<file path="config.mk">
export PLATFORM = sky130hd
export DESIGN_NAME = branch_checkpoint_ctrl
export DESIGN_NICKNAME = d
export VERILOG_FILES = /design/src/rtl/sys_defs.sv /design/src/rtl/br_tag_pick.sv /design/src/rtl/branch_checkpoint_ctrl.sv
export SDC_FILE = /design/constraint.sdc
export NUM_CORES = 1
export LEC_CHECK = 0
export CAP_MARGIN = 20
export CORE_MARGIN = 2
export CORE_UTILIZATION = 40
export CTS_CLUSTER_DIAMETER = 100
export DETAILED_ROUTE_END_ITERATION = 7
export PLACE_DENSITY = 0.59
export SLEW_MARGIN = 5
export SYNTH_ARGS = -nofsm -noshare
export SYNTH_HDL_FRONTEND = slang
export SYNTH_SLANG_ARGS = --single-unit
</file>
<file path="constraint.sdc">
create_clock -name clock -period 4.6 [get_ports clock]
set_clock_uncertainty 0.15 [all_clocks]
set_input_delay 0.92 -clock clock [delete_from_list [all_inputs] [get_ports clock]]
set_output_delay 0.92 -clock clock [all_outputs]
set_load 0.05 [all_outputs]
</file>
<file path="src/rtl/sys_defs.sv">
// Shared checkpoint types: tag/mask widths, per-tag checkpoint entry and the rollback FSM states.
// NUM_BR and NUM_ROB default to 4 and 32 unless defined by the build.
`ifndef NUM_BR
`define NUM_BR 4
`endif
`ifndef NUM_ROB
`define NUM_ROB 32
`endif

package sys_defs;

    localparam int NUM_BR    = `NUM_BR;
    localparam int NUM_ROB   = `NUM_ROB;
    localparam int BR_TAG_W  = (NUM_BR  > 1) ? $clog2(NUM_BR)  : 1;
    localparam int ROB_IDX_W = (NUM_ROB > 1) ? $clog2(NUM_ROB) : 1;

    typedef logic [BR_TAG_W-1:0]  BR_TAG_t;
    typedef logic [NUM_BR-1:0]    BR_MASK_t;
    typedef logic [ROB_IDX_W-1:0] ROB_IDX_t;

    typedef struct packed {
        logic     valid;
        ROB_IDX_t rob_idx;
        BR_MASK_t dep_mask;
    } CKPT_ENTRY_t;

    typedef enum logic [1:0] {
        NORMAL   = 2'd0,
        ROLLBACK = 2'd1,
        RECOVER  = 2'd2
    } CKPT_STATE_t;

    function automatic BR_MASK_t tag_onehot(input BR_TAG_t tag);
        return BR_MASK_t'(1) << tag;
    endfunction

endpackage

</file>
<file path="src/rtl/br_tag_pick.sv">
// Lowest-index free checkpoint tag; full is set when every tag in the mask is taken.
module br_tag_pick
    import sys_defs::*;
(
    input  BR_MASK_t valid_mask,
    output BR_TAG_t  tag,
    output logic     full
);

    // Scan high to low so the last hit, the lowest free index, wins.
    always_comb begin
        tag = '0;
        for (int i = NUM_BR - 1; i >= 0; i--) begin
            if (!valid_mask[i]) tag = BR_TAG_t'(i);
        end
    end

    assign full = &valid_mask;

endmodule

</file>
<file path="src/rtl/branch_checkpoint_ctrl.sv">
// Branch checkpoint allocator and mispredict rollback sequencer for the rename map table.
// Optional macro CKPT_BYPASS_FREE_EN: a full table may reuse the tag freed by a same-cycle correct resolve.
module branch_checkpoint_ctrl
    import sys_defs::*;
(
    input  logic     clock,
    input  logic     reset,
    input  logic     en,
    input  logic     dispatch_en,
    input  logic     dispatch_is_br,
    input  ROB_IDX_t dispatch_ROB_idx,
    input  logic     br_resolve_en,
    input  BR_TAG_t  br_resolve_tag,
    input  logic     br_mispredict,
    output logic     dispatch_stall,
    output BR_TAG_t  br_tag_out,
    output BR_MASK_t br_mask_out,
    output BR_MASK_t squash_mask,
    output logic     rollback_en,
    output ROB_IDX_t ROB_rollback_idx
);

    CKPT_ENTRY_t entry_q [NUM_BR];
    CKPT_ENTRY_t entry_d [NUM_BR];
    CKPT_STATE_t state_q;
    BR_MASK_t    squash_q;
    ROB_IDX_t    rb_idx_q;

    BR_MASK_t valid_mask;
    BR_MASK_t pick_mask;
    BR_MASK_t res_clear;
    BR_MASK_t squash_next;
    BR_TAG_t  grant_tag;
    logic     no_free;
    logic     in_normal;
    logic     resolve_valid;
    logic     res_ok;
    logic     mis_ok;
    logic     alloc;

    always_comb begin
        for (int i = 0; i < NUM_BR; i++) valid_mask[i] = entry_q[i].valid;
    end

    assign in_normal     = (state_q == NORMAL);
    assign resolve_valid = entry_q[br_resolve_tag].valid;
    assign res_ok        = in_normal && br_resolve_en && !br_mispredict && resolve_valid;
    assign mis_ok        = in_normal && br_resolve_en &&  br_mispredict && resolve_valid;
    assign res_clear     = res_ok ? tag_onehot(br_resolve_tag) : '0;

`ifdef CKPT_BYPASS_FREE_EN
    // Only a full table looks through the resolving tag, so normal grants stay lowest-free.
    assign pick_mask = (&valid_mask) ? (valid_mask & ~res_clear) : valid_mask;
`else
    assign pick_mask = valid_mask;
`endif

    br_tag_pick u_pick (
        .valid_mask (pick_mask),
        .tag        (grant_tag),
        .full       (no_free)
    );

    assign dispatch_stall = (dispatch_is_br && no_free)
                          || (br_resolve_en && br_mispredict)
                          || !in_normal;
    assign alloc = dispatch_en && dispatch_is_br && !dispatch_stall;

    // The mispredicting branch plus every live checkpoint allocated while it was live.
    always_comb begin
        squash_next = tag_onehot(br_resolve_tag);
        for (int i = 0; i < NUM_BR; i++) begin
            if (entry_q[i].valid && entry_q[i].dep_mask[br_resolve_tag]) squash_next[i] = 1'b1;
        end
    end

    always_comb begin
        entry_d = entry_q;
        for (int i = 0; i < NUM_BR; i++) begin
            if (mis_ok) begin
                if (squash_next[i]) entry_d[i].valid = 1'b0;
                entry_d[i].dep_mask = entry_q[i].dep_mask & ~squash_next;
            end else begin
                entry_d[i].dep_mask = entry_q[i].dep_mask & ~res_clear;
                if (res_clear[i]) entry_d[i].valid = 1'b0;
                if (alloc && (grant_tag == BR_TAG_t'(i))) begin
                    entry_d[i].valid    = 1'b1;
                    entry_d[i].rob_idx  = dispatch_ROB_idx;
                    entry_d[i].dep_mask = valid_mask & ~res_clear;
                end
            end
        end
    end

    // NOTE: the checkpoint array is a handful of flops, not a RAM, so it takes the
    // async reset like any other state; a RAM-style array would be left unreset.
    always_ff @(posedge clock or negedge reset) begin
        if (!reset) begin
            for (int i = 0; i < NUM_BR; i++) entry_q[i] <= '0;
        end else if (en) begin
            for (int i = 0; i < NUM_BR; i++) entry_q[i] <= entry_d[i];
        end
    end

    always_ff @(posedge clock or negedge reset) begin
        if (!reset) begin
            state_q  <= NORMAL;
            squash_q <= '0;
            rb_idx_q <= '0;
        end else if (en) begin
            case (state_q)
                NORMAL: begin
                    if (mis_ok) begin
                        state_q  <= ROLLBACK;
                        squash_q <= squash_next;
                        rb_idx_q <= entry_q[br_resolve_tag].rob_idx;
                    end
                end
                ROLLBACK: state_q <= RECOVER;
                RECOVER:  state_q <= NORMAL;
                default:  state_q <= NORMAL;
            endcase
        end
    end

    assign rollback_en      = (state_q == ROLLBACK);
    assign squash_mask      = rollback_en ? squash_q : '0;
    assign ROB_rollback_idx = rb_idx_q;
    assign br_mask_out      = valid_mask;
    assign br_tag_out       = grant_tag;

endmodule

</file>
After elaboration in Yosys (flattened, before gate mapping)
Cells that the tools add are included.
- output and inout port bits: 17
- register bits: 51
- input bits: 14
- bitwise operators: 13
- shift operators: 1
- equal/unequal tests: 9
- mux-type cells: 43
- magnitude comparators: 2
- reductions and logical operators: 39
- operators with widths (operator ; count):
    2-to-1 mux 10 bit ; 6
    AND 4 bit ; 9
    AND reduction 3 bit ; 9
    2-to-1 mux 4 bit ; 6
    binary-select mux 10 bit (select 2 bit) ; 1
    2-to-1 mux 1 bit ; 20
    logical AND 1 bit ; 17
    nonzero test 3 bit ; 4
    2-to-1 mux 2 bit ; 5
    binary-select mux 1 bit (select 2 bit) ; 4
    inequality test 2 bit, second input constant ; 4
    inverter 4 bit ; 2
    equality test 2 x 1 -> 1 bit, second input constant ; 2
    equality test 2 bit, second input constant ; 2
    logical NOT 2 bit ; 2
    one-hot mux 2 bit (2 select lines) ; 1
    AND reduction 4 bit ; 1
    left shift 1 x 2 -> 4 bit, first input constant ; 1
    >= comparator 3 bit, second input constant ; 1
    logical NOT 1 bit ; 3
    less-than comparator 2 x 3 -> 1 bit, second input constant ; 1
    inverter 2 -> 3 bit ; 1
    logical OR 1 bit ; 2
    inequality test 2 x 1 -> 1 bit, second input constant ; 1
    other kinds (2) ; 2

Depth between registers and ports, before layout
Gate-level depths: netlist of the first run.
- depth in word-level cells: 10
- mapped depth: 8
- mapped depth without buffers: 5

Modules after synthesis
Synthesis of the first run repeated with hierarchy kept, for this count alone.
- cells, all modules: 224
- area total of the unflattened synthesis: 2506.2 µm²
- modules (own cells, without submodules) (module ; times used ; cells each ; seq. area each (µm²) ; area an instance (µm²)):
    branch_checkpoint_ctrl ; 1 ; 218 ; 1176.1 ; 2476.1
    br_tag_pick ; 1 ; 6 ; 0.0 ; 30.0

Worst setup path after synthesis of the first run
OpenSTA, ideal clock, no wires.
- kind: input to output
- from: in dispatch_is_br
- to: out dispatch_stall
- required time: 3530 ps
- arrival time: 2058 ps
- path buffers: 0
- cell stages on the path: 2
- path slack: 1472 ps
- cell sequence: nand2_1 -> o21ai_0
- longest elaborated chain between the ends: 3
- RTL lines (element ; line ; source):
    from (decl) ; branch_checkpoint_ctrl.sv:10 ; input logic dispatch_is_br,
    logical AND 1 bit ; branch_checkpoint_ctrl.sv:64 ; assign dispatch_stall = (dispatch_is_br && no_free)
    logical OR 1 bit ; branch_checkpoint_ctrl.sv:65 ; || (br_resolve_en && br_mispredict)
    logical OR 1 bit ; branch_checkpoint_ctrl.sv:66 ; || !in_normal;
    to (decl) ; branch_checkpoint_ctrl.sv:15 ; output logic dispatch_stall,
Every way passes these cells.

Final worst setup path of the first run
- from: in br_mispredict
- to: out dispatch_stall
- longest elaborated chain between the ends: 3
- RTL lines (element ; line ; source):
    from (decl) ; branch_checkpoint_ctrl.sv:14 ; input logic br_mispredict,
    logical AND 1 bit ; branch_checkpoint_ctrl.sv:65 ;
    logical OR 1 bit ; branch_checkpoint_ctrl.sv:65 ;
    logical OR 1 bit ; branch_checkpoint_ctrl.sv:66 ;
Every way passes these cells.

==> results of run 1 <==
## final timing paths
path                                start        endpoint  slack, ns
setup / recovery            br_mispredict  dispatch_stall       0.88
max in group asynchronous           reset  br_mask_out[1]       3.34
setup reg to reg           br_mask_out[0]     squash_q[3]       2.20
hold reg to reg               squash_q[2]     squash_q[2]       0.33
min in group asynchronous           reset     entry_q[31]       0.55
hold / removal                squash_q[2]     squash_q[2]       0.33
## power by group
part	switching, uW	internal (uW)
combinational	366	307
clock	142	159
sequential	147	574
total	654	1040
## cells in the final DEF, fill, tap and decap left out, types with 4 or more instances in the layout
cell	n
a21boi_0	4
a21oi_1	10
a22o_1	5
and2_1	7
buf_4	4
clkbuf_8	5
clkdlybuf4s50_1	29
dfrtp_1	47
mux2_2	15
mux2_4	8
mux4_2	5
nand2_1	32
nand3_1	5
nor2_1	13
nor2b_1	4
o21a_1	4
o21ai_0	12
o2bb2ai_1	5
## logic make-up (layout without fill, tap and decap cells)
family	count (synthesis)	count (layout)
flops	47	47
compound gates	57	57
mux	29	29
simple gates	84	84
buf+inv	22	44
## layout make-up
| class | instances | area [sq um] | share of cell area, % |
|---|---|---|---|
| Timing Repair Buffer | 34 | 325 | 10.9 |
| Clock inverter | 2 | 37.5 | 1.26 |
| Sequential cell | 47 | 1180 | 39.5 |
| Multi-Input combinational cell | 170 | 1260 | 42.3 |
| Inverter | 3 | 11.3 | 0.379 |
| Clock buffer | 5 | 68.8 | 2.31 |
| Tap cell | 77 | 96.3 | 3.24 |
## layer usage
| layer | global-route usage [%] | vias up | part of all wire [%] |
|---|---|---|---|
| li1 | - | 894 | - |
| met1 | 28.4 | 940 | 50 |
| met2 | 26.2 | 37 | 45 |
| met3 | 2.36 | 11 | 3.0 |
| met4 | 7.33 | 0 | 2.2 |
| met5 | 0 | - | 0 |
## flip-flops by register name (all words and copies together), names as in the netlist
| signal | cells |
|---|---|
| entry_q | 32 |
| state_q | 2 |
| ROB_rollback_idx | 5 |
| squash_q | 4 |
| br_mask_out | 4 |
## worst max-delay path: stages
cell             delay (ns)
clkdlybuf4s50_1        0.66
a211oi_2               0.14
o21ai_0                0.10
clkdlybuf4s50_1        0.82
## per-stage QoR
step | setup slack, ns | hold slack [ns] | total power (uW) | util (%)
6_report | 0.884 | 0.329 | 1700 | 47.4
2_1_floorplan | 1.47 | 0.290 | 1220 | -
3_3_place_gp | 0.930 | 0.308 | 1390 | 45.7
5_1_grt | 0.787 | 0.355 | 1800 | 47.4
4_1_cts | 0.884 | 0.335 | 1710 | 47.4
3_5_place_dp | 0.874 | 0.314 | 1400 | 45.7
==> out/results.ini, run 1 <==
[setup_path]
critPathMaxFanout=10
arrival_ns=2.65
crit_required_ns=3.53
reg2reg_depth=4
endpoint_kind=output port
critPathLaunchType=primary input
crit_type=primary input to output port

[timing]
fin_crit_sh_pct=80.8
worstMarginPinSlew_ns=0.681
period_minus_slack_ns=3.72
setup_viol=0
hold_viol=0
fmax_mhz=269
max_slew_margin_pct=54.3
fin_setup_tns_ns=0
rsz0062_at_grt=false
drv_slew=0

[logic_synthesis]
synthMuxAreaShare_pct=16.0
synth_top_cell_area_share_pct=45.6
synthTopCellsByCount=dfrtp_1, nand2_1, mux2_2
synth-seq-area-share_pct=45.6
postSynthAreaPerCell_sq_um=10.8
yosys.area_share.simple_pct=16.9
syn_area_sq_um=2580
async_reset_ff_share_pct=100
yosys-top-cells-area=dfrtp_1, mux2_2, mux2_4
synth_edf_count=0
synth.distinct_cells=52
yosysMostFrequentCell=dfrtp_1
synth-compound-area-share_pct=15.9
dominantRegCellSynth=dfrtp_1
yosys.area.top_type=dfrtp_1
ys_ff_latch=47
syn_nets=253
synth_top_family_by_area=simple AND/OR/NAND/NOR gates
synth_warnings=0
synth_cells=239
synthXorXnorAreaFrac_pct=0
synth_adder_area_share_pct=0

[place]
gp_congestion=0.842
hpwl_microns=4210
dpl.cell_count=331
io_buffers=30
placed_area_sq_um=2870

[floorplan]
dieArea_sq_um=7100
start_util_pct=41.1
die_x_microns=84.3
die_h_microns=84.3
num_rows=29
core_region_area_sq_um=6280
ios=31

[clocking]
clk_path_buf_depth=2
cts_tree=built
cts_resized=0
post-cts-setup-buffer-count=0
clkSinkCount=47
clk_latency_ns=0.30
cts_hold_buffers=0
h-tree-depth=2
clk_pin_slew_worst_paths_ns=0.09
cts_buffers=5
cts-root-buf=clkbuf_8

[detailed_routing]
drt.antenna.violating_nets=0
routed_wl_microns=6070
post_drt_via_cell_ratio=5.57
dr.pass1.iters=4
wl_per_cell_microns=18.0
drc_errors=0
vias=1882
first_iter_violations=86

[power]
vdd_drop_max_mv=0.286
power_leakage_uw=0.00131
power_density_nw_per_um2=570

[global_route]
overflow=0
grt_util_all_layers_pct=18.4
grt_pass1_vias=1838
antenna_found_initial=0
grt_pass1_wl_microns=10200
grt_max_degree=48

[worst_hold_path]
hp-class=flop to flop
hold-path-cell-count=2

[cells_and_area]
antennaDiodeCount=0
fin_nets=275
drive_above_1_share_pct=19.2
final_area_sq_um=2970
stdcell_count=338
num-fill-cells=604
area_growth_pct=15.3

[run_status]
status=complete, no violations

[flow_run]
drv_cap=0

No activity file was read; power rests on OpenSTA's default activity.
==> run 2: changes to the inputs <==
==> constraint.sdc (replaced) <==
create_clock -name clock -period 3.9 [get_ports clock]
set_clock_uncertainty 0.15 [all_clocks]
set_input_delay 0.78 -clock clock [delete_from_list [all_inputs] [get_ports clock]]
set_output_delay 0.78 -clock clock [all_outputs]
set_load 0.05 [all_outputs]
==> run 2 against run 1 <==
Non-clock buffer count up 3. Clock-buffer cell count unchanged. Design area about the same. Highest routed layer unchanged. Die area unchanged. Flip-flop and latch count unchanged. Clock power down 4%. First-iteration DRC count up 12%. Critical path depth unchanged. Worst setup slack worse by 0.30 ns. Combinational power up 22%. Via count up 1.1%.
==> out/results.ini, run 2 (same netlist as run 1, synthesis figures left out) <==
[run_status]
status=complete, no violations  ; unchanged

[floorplan]
core_region_area_sq_um=6280  ; unchanged
dieArea_sq_um=7100  ; unchanged
start_util_pct=41.1  ; unchanged
die_h_microns=84.3  ; unchanged
ios=31  ; unchanged
die_x_microns=84.3  ; unchanged
num_rows=29  ; unchanged

[power]
finalPower_uw=1940  ; was 1700 uW
power_density_nw_per_um2=654  ; was 570 nW/um^2
vdd_drop_max_mv=0.281  ; was 0.286 mV
power_leakage_uw=0.00132  ; was 0.00131 uW

[detailed_routing]
dr.pass1.iters=4  ; unchanged
vias=1903  ; was 1882
drc_errors=0  ; unchanged
post_drt_via_cell_ratio=5.58  ; was 5.57
drt.antenna.violating_nets=0  ; unchanged
routed_wl_microns=6120  ; was 6070 microns
wl_per_cell_microns=17.9  ; was 18.0 microns
first_iter_violations=96  ; was 86

[setup_path]
crit_required_ns=2.97  ; was 3.53 ns
r2r_start=br_mask_out[0]  ; unchanged
crit_type=primary input to output port  ; unchanged
endpoint_kind=output port  ; unchanged
arrival_ns=2.39  ; was 2.65 ns
startpoint=br_resolve_en  ; was br_mispredict
critPathMaxFanout=4  ; was 10
critPathLaunchType=primary input  ; unchanged

[timing]
fin_setup_tns_ns=0  ; unchanged
drv_slew=0  ; unchanged
fin_crit_sh_pct=85.1
period_minus_slack_ns=3.32
setup_viol=0  ; unchanged
worstMarginPinSlew_ns=0.829  ; was 0.681 ns
hold_viol=0  ; unchanged
fmax_mhz=301
rsz0062_at_grt=false  ; unchanged
max_slew_margin_pct=44.7  ; was 54.3%

[flow_run]
drv_cap=0  ; unchanged

[cells_and_area]
area_growth_pct=15.3  ; about the same
post-route-util_pct=47.4  ; about the same
multiInputGateArea_sq_um=1260  ; unchanged
fin_nets=278  ; was 275
largest_register=entry_q  ; unchanged
mostFrequentLayoutCells=dfrtp_1, nand2_1, clkdlybuf4s50_1, mux2_2, nor2_1  ; unchanged
regArea_sq_um=1180  ; unchanged
layout_commonest_cell=dfrtp_1  ; unchanged
num-fill-cells=575  ; was 604
drive_above_1_share_pct=20.1  ; was 19.2%
largest_register_ffs=32  ; unchanged
antennaDiodeCount=0  ; unchanged

[place]
gp_congestion=0.814  ; was 0.842
hpwl_microns=4340  ; was 4210 microns
io_buffers=30  ; unchanged

[clocking]
clkSinkCount=47  ; unchanged
clk_path_buf_depth=2  ; unchanged
h-tree-depth=2  ; unchanged
cts_buffers=5  ; unchanged
cts_tree=built  ; unchanged
clk_latency_ns=0.30  ; about the same
cts-root-buf=clkbuf_8  ; unchanged
post-cts-setup-buffer-count=0  ; unchanged
cts_resized=0  ; unchanged
cts_hold_buffers=0  ; unchanged
clk_pin_slew_worst_paths_ns=0.09  ; about the same

[worst_hold_path]
min-delay-start=entry_q[8]  ; was squash_q[2]
hp-class=flop to flop  ; unchanged

[global_route]
grt_pass1_vias=1923  ; was 1838
grt_pass1_wl_microns=10100  ; was 10200 microns
grt_max_degree=38  ; was 48
grt_util_all_layers_pct=18.0  ; was 18.4%
overflow=0  ; unchanged
antenna_found_initial=0  ; unchanged

[run 2: per-stage QoR]
step                setup slack, ns  cell area (sq um)  hold slack [ns]  std cells
finish                        0.580               2970            0.331        341
global route                  0.505               2970            0.364        341
CTS                           0.565               2970            0.333        341
detailed placement            0.570               2890            0.311        334
global placement              0.601               2890            0.309        334
floorplan                      1.03               2580            0.290        239
[run 2: final timing paths]
kind | depth (start not counted) | end | slack [ns]
max | 4 | dispatch_stall | 0.58
min reg2reg | 2 | entry_q[8] | 0.33
min | 2 | entry_q[8] | 0.33
max reg2reg | 4 | squash_q[3] | 1.51
max in group asynchronous | 2 | entry_q[5] | 2.50
min in group asynchronous | 1 | entry_q[23] | 0.42
[run 2: cell type report]
class	instances	share of cell area, %
Multi-Input combinational cell	170	42.3
Sequential cell	47	39.6
Timing Repair Buffer	37	11.7
Tap cell	77	3.24
Clock buffer	5	2.31
Clock inverter	2	0.463
Inverter	3	0.379
[run 2: report_power, final]
part / internal (uW) / switching [uW] / total (uW)
combinational: 370 / 451 / 822
sequential: 678 / 155 / 833
clock: 123 / 166 / 289
[run 2: critical path, cell delays in order]
cell             delay (ns)
clkdlybuf4s50_1        0.47
a211oi_2               0.29
o21ai_0                0.13
clkdlybuf4s50_1        0.72
[run 2: routing by layer]
| layer | up-vias | global-route usage, % | part of all wire (%) |
|---|---|---|---|
| li1 | 906 | - | - |
| met1 | 952 | 26.3 | 49 |
| met2 | 43 | 28.1 | 47 |
| met3 | 2 | 2.75 | 4.2 |
| met4 | 0 | 4.99 | 0.60 |
| met5 | - | 0 | 0 |
